--- config.mk ---
export PLATFORM = sky130hd
export DESIGN_NAME = l2_dirty_flush_ctrl_flat
export DESIGN_NICKNAME = d
export VERILOG_FILES = /design/src/rtl/l2_dirty_flush_ctrl_if.sv /design/src/rtl/l2_dirty_flush_ctrl.sv /design/src/flat_wrapper.sv
export SDC_FILE = /design/constraint.sdc
export NUM_CORES = 1
export LEC_CHECK = 0
export CORE_ASPECT_RATIO = 1.25
export CORE_MARGIN = 4
export CORE_UTILIZATION = 40
export DETAILED_ROUTE_END_ITERATION = 10
export DONT_BUFFER_PORTS = 1
export GPL_ROUTABILITY_DRIVEN = 0
export SYNTH_ARGS = -nofsm -noshare
export SYNTH_HDL_FRONTEND = slang
export SYNTH_SLANG_ARGS = --single-unit
--- constraint.sdc ---
create_clock -name clk_i -period 1.7 [get_ports clk_i]
set_input_delay 0.255 -clock clk_i [delete_from_list [all_inputs] [get_ports clk_i]]
set_output_delay 0.255 -clock clk_i [all_outputs]
set_load 0.01 [all_outputs]
--- src/rtl/l2_dirty_flush_ctrl_if.sv ---
// Signal bundle between the L2 dirty-flush controller, the L2 pipeline,
// the write-back engine and the per-line bit array.
interface l2_dirty_flush_ctrl_if #(
    parameter int AWTH = 3
);
    logic            flush_req_i;
    logic            inv_all_i;
    logic            flush_busy_o;
    logic            flush_done_o;
    logic [AWTH:0]   wb_cnt_o;

    logic            pipe_set_i;
    logic            pipe_clr_i;
    logic [AWTH-1:0] pipe_waddr_i;
    logic [AWTH-1:0] pipe_raddr_i;
    logic            pipe_rdata_o;
    logic            pipe_rdy_o;

    logic            reg_all_srst_o;
    logic            reg_w_en_set_o;
    logic            reg_w_en_reset_o;
    logic [AWTH-1:0] reg_waddr_o;
    logic [AWTH-1:0] reg_raddr_o;
    logic            reg_rdata_i;

    logic            wb_req_o;
    logic [AWTH-1:0] wb_addr_o;
    logic            wb_ack_i;

    modport master (
        output flush_req_i, inv_all_i, pipe_set_i, pipe_clr_i, pipe_waddr_i,
               pipe_raddr_i, reg_rdata_i, wb_ack_i,
        input  flush_busy_o, flush_done_o, wb_cnt_o, pipe_rdata_o, pipe_rdy_o,
               reg_all_srst_o, reg_w_en_set_o, reg_w_en_reset_o, reg_waddr_o,
               reg_raddr_o, wb_req_o, wb_addr_o
    );

    modport slave (
        input  flush_req_i, inv_all_i, pipe_set_i, pipe_clr_i, pipe_waddr_i,
               pipe_raddr_i, reg_rdata_i, wb_ack_i,
        output flush_busy_o, flush_done_o, wb_cnt_o, pipe_rdata_o, pipe_rdy_o,
               reg_all_srst_o, reg_w_en_set_o, reg_w_en_reset_o, reg_waddr_o,
               reg_raddr_o, wb_req_o, wb_addr_o
    );
endinterface

--- src/rtl/l2_dirty_flush_ctrl.sv ---
// Flush sequencer and port arbiter for the L2 dirty/valid bit array: pipeline
// pass-through when idle, otherwise a line walk issuing write-backs for set bits.
module l2_dirty_flush_ctrl #(
    parameter int DWTH = 8,
    parameter int AWTH = 3
) (
    input  logic                  clk_i,
    input  logic                  rst_i,
    l2_dirty_flush_ctrl_if.slave  bus
);

    typedef enum logic [2:0] {
        ST_IDLE   = 3'd0,
        ST_SCAN   = 3'd1,
        ST_WB_REQ = 3'd2,
        ST_CLR    = 3'd3,
        ST_DONE   = 3'd4
    } state_t;

    localparam logic [AWTH-1:0] PTR_LAST = AWTH'(DWTH - 1);

    state_t          state_r;
    state_t          state_nxt_s;
    logic [AWTH-1:0] ptr_r;
    logic [AWTH-1:0] ptr_nxt_s;
    logic [AWTH:0]   wb_cnt_r;
    logic [AWTH:0]   wb_cnt_nxt_s;
    logic            ptr_last_s;

    assign ptr_last_s = (ptr_r == PTR_LAST);

    // State, line pointer and write-back counter registers
    always_ff @(posedge clk_i or negedge rst_i) begin
        if (!rst_i) begin
            state_r  <= ST_IDLE;
            ptr_r    <= {AWTH{1'b0}};
            wb_cnt_r <= {(AWTH+1){1'b0}};
        end else begin
            state_r  <= state_nxt_s;
            ptr_r    <= ptr_nxt_s;
            wb_cnt_r <= wb_cnt_nxt_s;
        end
    end

    // Next-state logic plus array-port arbitration
    always_comb begin
        state_nxt_s          = state_r;
        ptr_nxt_s            = ptr_r;
        wb_cnt_nxt_s         = wb_cnt_r;
        bus.pipe_rdy_o       = 1'b0;
        bus.reg_all_srst_o   = 1'b0;
        bus.reg_w_en_set_o   = 1'b0;
        bus.reg_w_en_reset_o = 1'b0;
        bus.reg_waddr_o      = ptr_r;
        bus.reg_raddr_o      = ptr_r;
        bus.wb_req_o         = 1'b0;
        case (state_r)
            ST_IDLE: begin
                bus.pipe_rdy_o  = ~bus.inv_all_i;
                bus.reg_waddr_o = bus.pipe_waddr_i;
                bus.reg_raddr_o = bus.pipe_raddr_i;
                if (bus.inv_all_i) begin
                    // Invalidate-all owns the array this cycle; a coincident flush is dropped
                    bus.reg_all_srst_o = 1'b1;
                end else begin
                    bus.reg_w_en_set_o   = bus.pipe_set_i;
                    bus.reg_w_en_reset_o = bus.pipe_clr_i & ~bus.pipe_set_i;
                    if (bus.flush_req_i) begin
                        state_nxt_s  = ST_SCAN;
                        ptr_nxt_s    = {AWTH{1'b0}};
                        wb_cnt_nxt_s = {(AWTH+1){1'b0}};
                    end else begin
                        state_nxt_s = ST_IDLE;
                    end
                end
            end
            ST_SCAN: begin
                if (bus.reg_rdata_i) begin
                    state_nxt_s = ST_WB_REQ;
                end else if (ptr_last_s) begin
                    state_nxt_s = ST_DONE;
                end else begin
                    ptr_nxt_s = ptr_r + AWTH'(1);
                end
            end
            ST_WB_REQ: begin
                bus.wb_req_o = 1'b1;
                if (bus.wb_ack_i) begin
                    state_nxt_s = ST_CLR;
                end else begin
                    state_nxt_s = ST_WB_REQ;
                end
            end
            ST_CLR: begin
                bus.reg_w_en_reset_o = 1'b1;
                wb_cnt_nxt_s         = wb_cnt_r + (AWTH+1)'(1);
                if (ptr_last_s) begin
                    state_nxt_s = ST_DONE;
                end else begin
                    ptr_nxt_s   = ptr_r + AWTH'(1);
                    state_nxt_s = ST_SCAN;
                end
            end
            ST_DONE: begin
                state_nxt_s = ST_IDLE;
            end
            default: begin
                state_nxt_s = ST_IDLE;
            end
        endcase
    end

    assign bus.pipe_rdata_o = bus.pipe_rdy_o & bus.reg_rdata_i;
    assign bus.flush_busy_o = (state_r != ST_IDLE);
    assign bus.flush_done_o = (state_r == ST_DONE);
    assign bus.wb_addr_o    = ptr_r;
    assign bus.wb_cnt_o     = wb_cnt_r;

endmodule

--- src/flat_wrapper.sv ---
// flat-port wrapper written by rule: the top's interface ports become plain ports
module l2_dirty_flush_ctrl_flat 
#(
    parameter int DWTH = 8,
    parameter int AWTH = 3
)
  (clk_i, rst_i, bus_flush_req_i, bus_inv_all_i, bus_pipe_set_i, bus_pipe_clr_i, bus_pipe_waddr_i, bus_pipe_raddr_i, bus_reg_rdata_i, bus_wb_ack_i, bus_flush_busy_o, bus_flush_done_o, bus_wb_cnt_o, bus_pipe_rdata_o, bus_pipe_rdy_o, bus_reg_all_srst_o, bus_reg_w_en_set_o, bus_reg_w_en_reset_o, bus_reg_waddr_o, bus_reg_raddr_o, bus_wb_req_o, bus_wb_addr_o);
  l2_dirty_flush_ctrl_if #(.AWTH(AWTH)) bus_i ();
  input  logic clk_i;
  input  logic rst_i;
  input wire logic [$bits(bus_i.flush_req_i)-1:0] bus_flush_req_i;
  input wire logic [$bits(bus_i.inv_all_i)-1:0] bus_inv_all_i;
  input wire logic [$bits(bus_i.pipe_set_i)-1:0] bus_pipe_set_i;
  input wire logic [$bits(bus_i.pipe_clr_i)-1:0] bus_pipe_clr_i;
  input wire logic [$bits(bus_i.pipe_waddr_i)-1:0] bus_pipe_waddr_i;
  input wire logic [$bits(bus_i.pipe_raddr_i)-1:0] bus_pipe_raddr_i;
  input wire logic [$bits(bus_i.reg_rdata_i)-1:0] bus_reg_rdata_i;
  input wire logic [$bits(bus_i.wb_ack_i)-1:0] bus_wb_ack_i;
  output wire logic [$bits(bus_i.flush_busy_o)-1:0] bus_flush_busy_o;
  output wire logic [$bits(bus_i.flush_done_o)-1:0] bus_flush_done_o;
  output wire logic [$bits(bus_i.wb_cnt_o)-1:0] bus_wb_cnt_o;
  output wire logic [$bits(bus_i.pipe_rdata_o)-1:0] bus_pipe_rdata_o;
  output wire logic [$bits(bus_i.pipe_rdy_o)-1:0] bus_pipe_rdy_o;
  output wire logic [$bits(bus_i.reg_all_srst_o)-1:0] bus_reg_all_srst_o;
  output wire logic [$bits(bus_i.reg_w_en_set_o)-1:0] bus_reg_w_en_set_o;
  output wire logic [$bits(bus_i.reg_w_en_reset_o)-1:0] bus_reg_w_en_reset_o;
  output wire logic [$bits(bus_i.reg_waddr_o)-1:0] bus_reg_waddr_o;
  output wire logic [$bits(bus_i.reg_raddr_o)-1:0] bus_reg_raddr_o;
  output wire logic [$bits(bus_i.wb_req_o)-1:0] bus_wb_req_o;
  output wire logic [$bits(bus_i.wb_addr_o)-1:0] bus_wb_addr_o;
  assign bus_i.flush_req_i = bus_flush_req_i;
  assign bus_i.inv_all_i = bus_inv_all_i;
  assign bus_i.pipe_set_i = bus_pipe_set_i;
  assign bus_i.pipe_clr_i = bus_pipe_clr_i;
  assign bus_i.pipe_waddr_i = bus_pipe_waddr_i;
  assign bus_i.pipe_raddr_i = bus_pipe_raddr_i;
  assign bus_i.reg_rdata_i = bus_reg_rdata_i;
  assign bus_i.wb_ack_i = bus_wb_ack_i;
  assign bus_flush_busy_o = bus_i.flush_busy_o;
  assign bus_flush_done_o = bus_i.flush_done_o;
  assign bus_wb_cnt_o = bus_i.wb_cnt_o;
  assign bus_pipe_rdata_o = bus_i.pipe_rdata_o;
  assign bus_pipe_rdy_o = bus_i.pipe_rdy_o;
  assign bus_reg_all_srst_o = bus_i.reg_all_srst_o;
  assign bus_reg_w_en_set_o = bus_i.reg_w_en_set_o;
  assign bus_reg_w_en_reset_o = bus_i.reg_w_en_reset_o;
  assign bus_reg_waddr_o = bus_i.reg_waddr_o;
  assign bus_reg_raddr_o = bus_i.reg_raddr_o;
  assign bus_wb_req_o = bus_i.wb_req_o;
  assign bus_wb_addr_o = bus_i.wb_addr_o;
  l2_dirty_flush_ctrl #(.DWTH(DWTH), .AWTH(AWTH)) u_core (.clk_i(clk_i), .rst_i(rst_i), .bus(bus_i));
endmodule
==> results of run 1 <==
[flip-flops by register name (all words and copies together), names as in the netlist]
| register | cells |
|---|---|
| u_core.bus.wb_addr_o | 3 |
| u_core.bus.wb_cnt_o | 4 |
| u_core.state_r | 3 |
[per-stage QoR]
stage | instances | power (mW)
global route | 114 | 1.82
global placement | 105 | 1.41
CTS | 110 | 1.64
detailed placement | 105 | 1.43
floorplan | 79 | 1.15
finish | 114 | 1.66
[worst paths after layout]
check	cells past startpoint	endpoint	startpoint	slack [ns]
setup / recovery	5	bus_reg_w_en_set_o	u_core.state_r[0]$_DFFE_PN0P_	0.07
hold / removal	2	u_core.state_r[0]$_DFFE_PN0P_	bus_wb_ack_i	0.22
setup reg to reg	5	u_core.bus.wb_addr_o[0]$_DFFE_PN0P_	u_core.bus.wb_addr_o[0]$_DFFE_PN0P_	0.14
hold reg to reg	1	u_core.state_r[0]$_DFFE_PN0P_	u_core.state_r[2]$_DFFE_PN0P_	0.55
max in group asynchronous	1	u_core.state_r[2]$_DFFE_PN0P_	rst_i	0.98
min in group asynchronous	1	u_core.bus.wb_cnt_o[2]$_DFFE_PN0P_	rst_i	0.37
[power by group]
group	switching (mW)	internal [mW]	leakage, nW	total, mW
Clock	0.0845	0.0819	0.0138	0.166
Sequential	0.126	0.331	0.126	0.458
Combinational	0.552	0.489	0.299	1.04
Total	0.763	0.902	0.439	1.66
[layout make-up]
type	count	area (um^2)
Sequential cell	10	254
Fill cell	165	762
Inverter	5	18.8
Tap cell	18	22.5
Multi-Input combinational cell	61	432
Timing Repair Buffer	17	130
Clock buffer	3	22.5
[worst max-delay path: cells and delay by family (launching register included)]
| kind | cells | cell delay (ns) |
|---|---|---|
| flops | 1 | 0.41 |
| simple gates | 3 | 0.45 |
| buf+inv | 2 | 0.24 |
[synthesized netlist by cell type]
library cell	number	area [um^2]
nand4_4	1	21.3
mux2_4	2	30.0
a22o_1	6	52.6
o221ai_2	1	15.0
nor2b_1	2	12.5
a211oi_1	2	15.0
nor3_4	1	16.3
nor2_1	6	22.5
o21ai_0	1	5.00
nor3b_1	2	15.0
nand3_1	1	5.00
and2_1	2	12.5
inv_1	4	15.0
mux2i_1	2	20.0
dfrtp_1	10	250
nor3b_2	1	12.5
nand2_1	19	71.3
nor3_1	2	10.0
ha_1	3	37.5
nor3_2	1	10.0
mux2_2	1	11.3
buf_6	1	11.3
inv_2	1	3.75
a21oi_1	3	15.0
or2b_1	1	7.51
o2bb2ai_1	1	8.76
buf_2	2	10.0
[routing by layer]
metal,vias up,share of wire (%),global-route usage [%]
met1,305,38,15.9
li1,310,-,-
met2,19,55,25.2
met4,0,1.3,4.88
met3,3,6.1,4.55
met5,-,0,0
[cells by family after synthesis]
logic type	after synthesis	share of synthesized area, %
simple gates	39	30.2
compound gates	14	15.5
flops	10	34.9
buf+inv	8	5.58
mux	5	8.55
fa+ha+maj	3	5.24
[what timing repair did]
action / 4_1_cts / 5_1_grt
endpoints found under the hold margin: 10 / 0
hold buffers: 1 / 0
setup endpoints to repair: 3 / 3
setup buffers: 1 / 4
gates resized for setup: 3 / 2
==> flow_summary_export.csv, run 1 <==
group,metric,value,unit
synthesis,synth_area_per_cell,9.08,um^2
timing,finalCritPeriodShare,96.0,%
timing,hold_viol,0,
clocking,root_buffer,"clkbuf_4",
clocking,clk_path_buf_depth,2,
synthesis,synth-seq-cells,10,
layout,area_delta_synth_final,22.7,%
global_route,antenna_found_initial,0,
timing,setup_violations,0,
placement,numPortBuffers,0,
floorplanning,die_h,55.3,um
timing,clock.fmax,613,MHz
worst_setup_path,worst_setup_path_start_kind,"register",
layout,nets,115,
layout,drive_above_1_share,34.4,%
synthesis,netlist_area,717,um^2
worst_setup_path,cpPeakStageDelay,0.41,ns
timing,whs,0.215,ns
worst_setup_path,path_cells,"buf_4 -> nor3_4 -> inv_2 -> nor2_1 -> and2_4",
layout,finish.instance_area,880,um^2
timing,setup_tns,0,ns
clocking,cts_buffers,3,
floorplanning,initial_core_util,43.7,%
clocking,worstSkewPairLatency,0.27,ns
clocking,clock_sinks,10,
synthesis,yosysSeqAreaShare,34.9,%
synthesis,syn_inst,79,
timing,layout_min_cycle_time,1.63,ns
global_route,grt_pass1_wl,2860,um
placement,place_ws,0.152,ns
drt,drc,0,
layout,post-route-util,53.6,%
hold_path,hp-class,"primary input to register",
power,power_density,1890,nW/um^2
floorplanning,row_count,16,
floorplanning,die-area,2540,um^2
layout,layout_commonest_cell,"nand2_1",
placement,hpwl,1310,um
drt,wl_per_cell,14.9,um
global_route,grt_pass1_vias,615,
run_status,run_status,"finished, final reports clean",
worst_setup_path,crit_fanout,6,
worst_setup_path,worstPathArrival,1.38,ns
job,cap_viol_max_count,0,
layout,layout_common_cells,"nand2_1 (19), buf_4 (16), dfrtp_1 (7), a22o_1 (6), nor2_1 (5)",
synthesis,syn_nets,96,
floorplanning,boundaryPins,35,
worst_setup_path,crit_path_top_delay_cell,"dfrtp_2",
drt,viasPerCell,5.59,
drt,routed_wirelength,1700,um
global_route,grtUsageTotal,14.6,%
layout,antennaDiodeCount,0,
global_route,grt_overflow,0,
worst_setup_path,critPathKind,"register to output pin",
clocking,clk_pin_slew,0.07,ns
timing,final.setup.worst_slack,0.0674,ns
drt,vias,637,
clocking,htree_levels,1,
synthesis,yosysWarnings,0,
global_route,grt_max_degree,12,
timing,rsz0062_at_grt,"yes",
worst_setup_path,crit_path_end_kind,"output pin",
drt,final_antenna_net_count,0,
drt,drtPass1Iterations,2,
synthesis,synthDistinctLibCells,27,
worst_setup_path,cp.required,1.44,ns
power,ir_drop,0.916,mV
floorplanning,coreArea,1640,um^2
placement,dpl_cell_area,801,um^2
timing,relSlewSlack,68.8,%
clocking,tritoncts,"done",
power,p_leak,0.439,nW
timing,drv_slew,0,
timing,tightest_slew,0.467,ns
drt,drtIter0Drc,10,
floorplanning,die_w,45.9,um
timing,fin_skew,0.00752,ns
(Power assumes the default switching activity.)
==> inputs of run 2 (changes only) <==
- CAP_MARGIN: not set -> 30
==> results of run 2 <==
The final DEF is identical to that of run 1; final timing and power are the same.
==> inputs of run 3 (changes only) <==
- CORE_ASPECT_RATIO: 1.25 -> not set
- clock period: 1.7 -> 1.6 ns (I/O delays scaled with it)
==> run 3 against run 2 <==
Net effect: total power rose by 16%; utilization rose by 2.3 points; sequential cell count did not move.
==> flow_summary_export.csv, run 3 (synthesis results as in run 1) <==
group,metric,value,unit
power,p_sw,0.861,mW
drt,drtIter0Drc,8,
timing,rsz0062_at_grt,"yes",
power,p_total,1.94,mW
drt,drtPass1Iterations,4,
power,combPwrFrac,64.9,%
clocking,htree_levels,1,
layout,layout_common_cells,"nand2_1 (19), buf_4 (19), dfrtp_1 (8), a22o_1 (6)",
floorplanning,die-area,2530,um^2
hold_path,hold_path.startpoint,"bus_wb_ack_i",
drt,viasPerCell,5.11,
clocking,worstSkewPairLatency,0.26,ns
drt,vias,644,
clocking,clk_path_buf_depth,2,
worst_setup_path,r2r-end,"u_core.bus.wb_addr_o[0]$_DFFE_PN0P_",
job,cap_viol_max_count,0,
layout,nets,119,
layout,area_delta_synth_final,33.2,%
hold_path,hp-class,"primary input to register",
timing,relSlewSlack,66.9,%
timing,layout_min_cycle_time,1.58,ns
timing,drv_slew,0,
power,internal_power,1.08,mW
power,ir_drop,1.09,mV
layout,antennaDiodeCount,0,
power,power_density,2030,nW/um^2
floorplanning,row_count,15,
worst_setup_path,critPathKind,"register to output pin",
clocking,clock_sinks,10,
timing,tightest_slew,0.494,ns
clocking,clk_pin_slew,0.07,ns
floorplanning,die_h,50.3,um
floorplanning,coreArea,1710,um^2
global_route,grtUsageTotal,14.5,%
hold_path,hold_path_end,"u_core.state_r[0]$_DFFE_PN0P_",
power,p_sw_share,44.4,%
worst_setup_path,reg2regPathDepth,5,
drt,routed_wirelength,1820,um
layout,largest_register_ffs,4,
global_route,grt_max_degree,11,
hold_path,hold_depth,2,
timing,fin_skew,0.000448,ns
power,p_leak,0.473,nW
worst_setup_path,cp.required,1.36,ns
placement,numPortBuffers,0,
clocking,root_buffer,"clkbuf_4",
global_route,antenna_found_initial,0,
clocking,tritoncts,"done",
timing,finalCritPeriodShare,98.9,%
placement,place_ws,0.0781,ns
drt,drc,0,
timing,final.setup.worst_slack,0.0170,ns
worst_setup_path,worstPathArrival,1.34,ns
run_status,run_status,"finished, final reports clean",
placement,hpwl,1290,um
worst_setup_path,r2r-start,"u_core.bus.wb_addr_o[0]$_DFFE_PN0P_",
clocking,cts_buffers,3,
power,p_seq_share,23.1,%
floorplanning,initial_core_util,42.0,%
worst_setup_path,reg2reg_slack,0.11,ns
layout,n_fill_cell,155,
global_route,grt_overflow,0,
layout,drive_above_1_share,40.6,%
timing,hold_viol,0,
drt,final_antenna_net_count,0,
worst_setup_path,worst_setup_path_start_kind,"register",
floorplanning,die_w,50.3,um
global_route,grt_pass1_wl,2820,um
floorplanning,boundaryPins,35,
drt,wl_per_cell,14.5,um
worst_setup_path,crit_fanout,6,
global_route,grt_pass1_vias,615,
worst_setup_path,crit_path_end_kind,"output pin",
timing,clock.fmax,632,MHz
timing,setup_violations,0,
power,clkPwrFrac,12.0,%
## run 3: layout make-up
class | count | area (um^2) | share of cell area [%]
multi-input cells | 61 | 452 | 47.3
flip-flops and latches | 10 | 253 | 26.5
repair buffers | 21 | 164 | 17.2
clock buffers | 4 | 36.3 | 3.80
well taps | 25 | 31.3 | 3.28
inverters | 5 | 18.8 | 1.97
## run 3: routing by layer
layer  global-route usage (%)  part of all wire [%]  vias up
li1                         -                     -      319
met1                     17.4                    41      307
met2                     23.9                    52       18
met3                     7.42                   7.4        0
met4                     1.35                     0        0
met5                        0                     0        -
## run 3: worst max path at each step
stage,start,end,slack [ns],cells past startpoint
final,u_core.state_r[2]$_DFFE_PN0P_,bus_reg_w_en_set_o,0.02,4
after global placement,u_core.bus.wb_addr_o[0]$_DFFE_PN0P_,u_core.bus.wb_addr_o[0]$_DFFE_PN0P_,0.12,5
after floorplan,u_core.state_r[2]$_DFFE_PN0P_,bus_reg_w_en_set_o,0.05,5
after detailed placement,u_core.bus.wb_addr_o[0]$_DFFE_PN0P_,u_core.bus.wb_addr_o[0]$_DFFE_PN0P_,0.08,5
after CTS,u_core.state_r[0]$_DFFE_PN0P_,bus_pipe_rdata_o,0.0002,5
after global routing,u_core.state_r[2]$_DFFE_PN0P_,bus_reg_w_en_set_o,-0.07,4
## run 3: power by group through the flow
stage          clock (mW)  combinational, mW  sequential (mW)
6_report            0.233               1.26            0.448
5_1_grt             0.254               1.39            0.462
4_1_cts             0.237               1.13            0.460
3_5_place_dp            0               1.07            0.477
3_3_place_gp            0               1.05            0.473
2_1_floorplan           0              0.712            0.508
## run 3: timing repair
| action | CTS | global route |
|---|---|---|
| pin swaps | 0 | 2 |
| resized for setup | 4 | 6 |
| hold buffers | 1 | 0 |
| endpoints found under the hold margin | 10 | 0 |
| setup buffers | 2 | 5 |
| endpoints found under the setup margin | 10 | 12 |
## run 3: metrics by stage
stage / cells / TNS (ns) / utilization, % / hold slack, ns / area, um^2
CTS: 121 / 0 / 52.3 / 0.199 / 893
global placement: 114 / 0 / 48.3 / -0.0552 / 825
detailed placement: 114 / 0 / 48.3 / -0.0552 / 825
finish: 126 / 0 / 55.9 / 0.232 / 955
global route: 126 / -0.202 / 55.9 / 0.289 / 955
floorplan: 79 / 0 / - / -0.0556 / 717
## run 3: critical path, cell delays in order (launching register included)
cell and delay (ns):
dfrtp_2 0.45, nor3_4 0.22, inv_2 0.11, nor2_4 0.14
and2_4 0.16
